### src/rtl/ifetch_queue.sv
// Fetch-side queue: owns the fetch PC, drives the 1-cycle-latency instruction SRAM and buffers {pc, inst} for decode.
// Optional macro IFQ_BYPASS_EN forwards a response straight to decode when the queue is empty.
module ifetch_queue #(
    parameter int          DEPTH    = 4,
    parameter logic [31:0] RESET_PC = 32'h1c000000
) (
    input  logic        clk,
    input  logic        resetn,
    input  logic        redirect_valid,
    input  logic [31:0] redirect_pc,
    output logic        inst_sram_en,
    output logic [31:0] inst_sram_addr,
    input  logic [31:0] inst_sram_rdata,
    output logic        out_valid,
    input  logic        out_ready,
    output logic [31:0] out_pc,
    output logic [31:0] out_inst
);

    localparam int AW = (DEPTH > 1) ? $clog2(DEPTH) : 1;
    localparam int CW = $clog2(DEPTH + 1);

    typedef struct packed {
        logic [31:0] pc;
        logic [31:0] inst;
    } entry_t;

    logic [31:0]   fetch_pc;
    logic [31:0]   req_pc;
    logic          inflight;
    logic          kill;
    logic [CW-1:0] count;
    logic [AW-1:0] rd_ptr;
    logic [AW-1:0] wr_ptr;
    entry_t        mem [DEPTH];
    entry_t        head;

    logic          resp_valid;
    logic          bypass_valid;
    logic          bypass_take;
    logic          fifo_pop;
    logic          pop;
    logic          push;
    logic          issue;
    logic [CW:0]   occupancy;
    logic [CW-1:0] count_after_pop;
    entry_t        resp_entry;

    assign resp_entry = '{pc: req_pc, inst: inst_sram_rdata};
    assign resp_valid = inflight & ~kill & ~redirect_valid;

`ifdef IFQ_BYPASS_EN
    assign bypass_valid = resp_valid & (count == '0);
    assign out_valid    = (count != '0) | bypass_valid;
    assign out_pc       = bypass_valid ? req_pc : head.pc;
    assign out_inst     = bypass_valid ? inst_sram_rdata : head.inst;
`else
    assign bypass_valid = 1'b0;
    assign out_valid    = (count != '0);
    assign out_pc       = head.pc;
    assign out_inst     = head.inst;
`endif

    assign fifo_pop    = (count != '0) & out_ready & ~redirect_valid;
    assign bypass_take = bypass_valid & out_ready;
    assign pop         = fifo_pop | bypass_take;
    // A bypassed response that decode accepts never enters the queue.
    assign push        = resp_valid & ~bypass_take;

    // Slots already committed (queued plus the response still in the SRAM) after this cycle's pop.
    assign occupancy       = (CW+1)'(count) + (CW+1)'(inflight) - (CW+1)'(pop);
    assign issue           = redirect_valid | (occupancy < (CW+1)'(DEPTH));
    assign count_after_pop = count - CW'(fifo_pop);

    assign inst_sram_en   = resetn & issue;
    assign inst_sram_addr = redirect_valid ? redirect_pc : fetch_pc;

    // NOTE: queue storage is not reset; count and head decide what decode ever sees.
    always_ff @(posedge clk) begin
        if (push) begin
            mem[wr_ptr] <= resp_entry;
        end
    end

    // NOTE: all state below uses non-blocking assignments so every update sees pre-edge values.
    always_ff @(posedge clk or negedge resetn) begin
        if (!resetn) begin
            fetch_pc <= RESET_PC;
            req_pc   <= '0;
            inflight <= 1'b0;
            kill     <= 1'b0;
            count    <= '0;
            rd_ptr   <= '0;
            wr_ptr   <= '0;
            head     <= '0;
        end else begin
            kill <= 1'b0;
            if (redirect_valid) begin
                fetch_pc <= redirect_pc + 32'd4;
                req_pc   <= redirect_pc;
                inflight <= 1'b1;
                count    <= '0;
                rd_ptr   <= '0;
                wr_ptr   <= '0;
            end else begin
                if (issue) begin
                    fetch_pc <= fetch_pc + 32'd4;
                    req_pc   <= fetch_pc;
                    inflight <= 1'b1;
                end else begin
                    inflight <= 1'b0;
                end
                if (push) begin
                    wr_ptr <= wr_ptr + AW'(1);
                end
                if (fifo_pop) begin
                    rd_ptr <= rd_ptr + AW'(1);
                end
                count <= count + CW'(push) - CW'(fifo_pop);
                // Head register tracks the next entry; it holds its last value once the queue drains.
                if (push && count_after_pop == '0) begin
                    head <= resp_entry;
                end else if (count_after_pop != '0) begin
                    head <= mem[rd_ptr + AW'(fifo_pop)];
                end
            end
        end
    end

endmodule

### config.mk
export PLATFORM = sky130hd
export DESIGN_NAME = ifetch_queue
export DESIGN_NICKNAME = d
export VERILOG_FILES = /design/src/rtl/ifetch_queue.sv
export SDC_FILE = /design/constraint.sdc
export NUM_CORES = 1
export LEC_CHECK = 0
export BUFFER_PORTS_ARGS = -buffer_cell sky130_fd_sc_hd__buf_2
export CORE_MARGIN = 1
export CORE_UTILIZATION = 53
export DETAILED_ROUTE_END_ITERATION = 8
export GPL_ROUTABILITY_DRIVEN = 0
export PLACE_DENSITY_LB_ADDON = 0.2
export SYNTH_ARGS = -nofsm -noshare
export SYNTH_HDL_FRONTEND = slang
export SYNTH_SLANG_ARGS = --single-unit
### constraint.sdc
create_clock -name clk -period 2.8 [get_ports clk]
set_input_delay 0.14 -clock clk [delete_from_list [all_inputs] [get_ports clk]]
set_output_delay 0.14 -clock clk [all_outputs]
set_load 0.1 [all_outputs]
# == After elaboration in Yosys (flattened, before gate mapping) ==
# Memory sizes are Yosys's and may differ from the RTL's.
# Index checks and enable logic that the tools add are counted.
# word_totals
latchBits,0
mem_count,1
ff_bits,136
rom_bits,0
ramBits,256
input_bits,68
word_cells,51
out_inout_bits,98
# op_classes
div,0
bitwise,6
n_eq_ne,0
multipliers,0
mux,16
shifts,0
reduce_logical,9
n_addsub,10
magnitude_cmp,1
# memory_table
name,words,width,read_ports,rd_clocked_by_memory_dff,write_ports,line_no,source
mem,4,64,1,0,1,35,entry_t mem [DEPTH];
# ops
operator,count
32-bit two-way mux,5
64-bit two-way mux,2
32-bit by 3-bit adder with 32-bit output (second input constant),2
2-bit two-way mux,4
2-bit nonzero test,4
3-bit nonzero test,2
3-bit by 1-bit subtractor with 3-bit output,2
2-bit by 1-bit adder with 2-bit output (second input constant),2
3-bit by 1-bit adder with 4-bit output,1
1-bit AND,4
4-bit by 3-bit < comparator with 1-bit output (second input constant),1
1-bit two-way mux,4
4-bit by 1-bit subtractor with 4-bit output,1
3-bit by 1-bit adder with 3-bit output,1
3-bit logical NOT,1
3-bit two-way mux,1
2-bit by 1-bit adder with 2-bit output,1
2-bit AND reduction,1
1-bit logical AND,1
1-bit NOT,1
1-bit OR,1

# == Logic depth before layout (Yosys ltp) ==
# logic_depth
depth_word,8
mapped_depth,17
ltp_nobuf,13

# == Worst setup path after synthesis ==
# No wires, ideal clock.
# synth_path
path_type,reg2out
from,register count[1]
to,output inst_sram_en
path_buffers,1
stages_incl_launch_ff,14
slack_ns,-1.296
t_required_ns,2.660
arrival_time_ns,3.956
path_cell_list,dfrtp_1 inv_1 nand3_1 nand2_1 nor2_1 ha_1 inv_1 ha_1 or3b_2 o22ai_1 a221oi_2 inv_1 clkbuf_1 and2_1
# synth_via
elab_chain_len,7
elab_cells_between_ends,8
classes_between,add/sub: 2; order compare: 1; bitwise: 4; reduce/logical: 1
# synth_lines
item,line_no,source
from (decl),32,logic [CW-1:0] count;
from (signal assigned),119,count <= count + CW'(push) - CW'(fifo_pop);
3-bit nonzero test,n/a,
via out_valid,14,"output logic out_valid,"
1-bit AND (2 in a row),64,assign fifo_pop = (count != '0) & out_ready & ~redirect_valid;
4-bit by 1-bit subtractor with 4-bit output,71,assign occupancy = (CW+1)'(count) + (CW+1)'(inflight) - (CW+1)'(pop);
4-bit by 3-bit < comparator with 1-bit output,72,assign issue = redirect_valid | (occupancy < (CW+1)'(DEPTH));
1-bit OR,72,
1-bit AND,75,assign inst_sram_en = resetn & issue;
to (decl),11,"output logic inst_sram_en,"
# The timed path passes the listed nets, and every way through them passes these cells.

# == Final worst setup path ==
# layout_path
from,register count[1]
to,output inst_sram_en
# layout_via
elab_chain_len,7
elab_cells_between_ends,8
classes_between,add/sub: 2; order compare: 1; bitwise: 4; reduce/logical: 1
# layout_lines
item,line_no
"parallel branches: the longest is 3 deep, another holds 3-bit by 1-bit adder with 4-bit output",n/a
4-bit by 1-bit subtractor with 4-bit output *,71
4-bit by 3-bit < comparator with 1-bit output *,72
1-bit OR *,72
1-bit AND *,75
# Every way passes the cells marked *.

==> results.cfg <==
[timing]
rsz0062_at_grt = true
worst_slew_pin_slew_ns = 0.688
max-slew-margin-rel_pct = 54.0
hold_violations = 0
finalSetupViolations = 1
holdWs_ns = 0.0238
finalCritPeriodShare_pct = 101
worst_slack_ns = -0.0154
clock-skew-final_ns = 0.0234
max_freq_mhz = 355
slew_viol_final = 0
finalCriticalPeriod_ns = 2.82

[placed_design]
portBuffers = 165
pre_cts_ws_ns = -0.0231
placed_area_mm2 = 0.0176
dp_hpwl_um = 21400

[clocking]
clk_path_buf_depth = 3
clock_latency_ns = 0.53
cts_tree = done
htreeDepth = 2
cts_root_buf = clkbuf_16
clk_pin_slew_worst_paths_ns = 0.06
cts_buffers = 40
cts_sinks = 392

[drt]
drc = 0
via_per_inst = 5.73
detail-route-antenna-nets = 0
drt-wirelength-per-cell_um = 20.1
postRouteWirelength_um = 34800
drtIter0Drc = 798
drt-pass1-iter-count = 5
vias = 9929

[synth]
async_flop_share_pct = 34.7
synth_area_leader_cell = edfxtp_1
ys_types = 52
syn_avg_cell_area_um2 = 14.8
synth_seq_area_share_pct = 69.6
synth_top_area_share_pct = 48.2
synthesis.area_mm2 = 0.0159
syn_nets = 1156
yosys-top-cells-area = edfxtp_1, dfrtp_1, mux4_2, nor2_1, o22ai_1
ys.flop_type = edfxtp_1
netlist_instances = 1074
yosysWarnings = 0
synth_edf_count = 256
ys_seq_elements = 392

[layout]
post-route-util_pct = 65.4
fillers = 2156
antenna_cells = 0
nNetsFinal = 1392
area_delta_synth_final_pct = 21.5
drive_gt1_share_pct = 28.4
fin_area_mm2 = 0.0194

[setup_path]
crit_type = reg2out
startpoint_type = register
crit_fanout = 3
max_stage_delay_ns = 0.41
cp.arrival_ns = 2.68
crit_slowest_cell = or3b_4
cp.required_ns = 2.66
worstPathCellList = inv_2 > nand3_4 > nand2_4 > nor2_4 > ha_4 > inv_2 > ha_4 > or3b_4 > o22ai_4 > a221oi_4 > inv_2 > and2_4 > buf_12
crit_path_end_kind = output pin
crit_top_cell = inv_2

[die]
die_h_um = 175
core-area_mm2 = 0.0296
io_pins = 166
dieArea_mm2 = 0.0308
die_w_um = 175
rows = 63
initial_core_util_pct = 53.8

[global_routing]
grt_use_total_pct = 23.3
grt_pass1_vias = 9887
antenna_found_initial = 0
grt_overflow = 0
grt_max_degree = 77
grt_pass1_wl_um = 55000

[run_status]
violations = setup timing
outcome = complete, but fails checks

[run]
drv_cap = 0

[min_path]
min_path_type = in2reg
==> cells by family after synthesis <==
group | count (synthesis) | share of synthesized area (%)
AOI/OAI and AO/OA | 147 | 5.84
xor gates and xnor gates | 22 | 1.21
adders and majority gates | 14 | 1.15
buffers and inverters | 83 | 2.08
DFF | 392 | 69.6
muxes | 99 | 11.4
and+or+nand+nor | 317 | 8.80
==> final timing paths <==
kind	from	end	slack (ns)	cells after the start
max	count[1]	inst_sram_en	-0.02	13
min	redirect_pc[30]	req_pc[30]	0.02	3
max reg2reg	count[1]	fetch_pc[23]	0.14	16
min reg2reg	fetch_pc[28]	fetch_pc[28]	0.48	2
max in group asynchronous	resetn	out_pc[3]	1.86	3
min in group asynchronous	resetn	fetch_pc[23]	0.12	2
==> cells in the mapped netlist (all sizes together), types with 2 or more instances <==
master and number:
a21o 2, a21oi 35, a222oi 3, a22oi 3
a31oi 6, and2 5, and4 3, buf 23
clkbuf 32, dfrtp 133, dfstp 3, edfxtp 256
ha 13, inv 28, mux2 16, mux2i 19
mux4 64, nand2 33, nand3 25, nand3b 9
nand4 14, nand4b 4, nor2 207, nor2b 5
nor3 5, nor4 3, o21a 5, o21ai 13
o22ai 60, o31a 2, o31ai 8, or3b 2
xnor2 12, xor2 10
==> state kept, by name, summed over array words and instances, names as in the netlist <==
register  count
out_pc       32
inflight      1
fetch_pc     32
count         3
rd_ptr        2
mem         256
out_inst     32
wr_ptr        2
req_pc       32
==> routing by layer <==
metal  vias to the layer above  GRT usage, %  wire (um)
met3                        56          3.35       1880
met5                         -             0          0
met1                      5043          32.7      15200
li1                       4543             -          -
met2                       287          38.8      17100
met4                         0          5.87        634
==> stage by stage <==
stage                     TNS (ns)  instances
after CTS                  -0.0759       1728
after detailed placement   -0.0231       1609
after floorplan                  0       1074
after global routing        -0.136       1732
after global placement           0       1609
final                      -0.0154       1732
==> placed cells by master (no fill, tap or decap), types with 6 or more instances in the layout <==
master / count
nand3_1: 23
nand3b_1: 9
a31oi_1: 6
mux2i_1: 19
xnor2_1: 11
nor2_1: 206
buf_12: 16
o21ai_0: 12
dlygate4sd3_1: 37
clkinv_2: 6
nand4_1: 13
clkbuf_1: 9
clkbuf_16: 42
mux2_2: 16
o22ai_1: 59
nand2_1: 30
buf_4: 32
buf_2: 163
a21oi_1: 35
inv_1: 23
o31ai_1: 8
ha_1: 10
clkinv_1: 8
dfrtp_1: 133
mux4_2: 64
edfxtp_1: 256
xor2_1: 9
==> layout make-up <==
class / instances / area [um2] / share of cell area, %
inverter: 28 / 105 / 0.543
sequential: 392 / 11100 / 57.3
timing repair buffer: 249 / 1760 / 9.08
clock buffer: 53 / 1110 / 5.74
multi-input combinational: 599 / 4660 / 24.1
clock inverter: 21 / 151 / 0.782
tap: 390 / 488 / 2.52
==> worst max-delay path: cells and delay by family, from the launching register on <==
kind | cells | cell delay, ns
flops | 1 | 0.37
simple gates | 5 | 0.87
buf+inv | 4 | 0.40
fa+ha+maj | 2 | 0.31
compound gates | 2 | 0.22
==> timing repair <==
item,CTS,global route
hold buffers,37,0
setup buffers,8,5
endpoints found under the setup margin,2,1
pin swaps,3,7
endpoints found under the hold margin,205,0
cloned,0,0
gates resized for setup,10,0
Power is not shown: default switching activity piles up to over one toggle a cycle in this logic, so the estimate is an artifact.
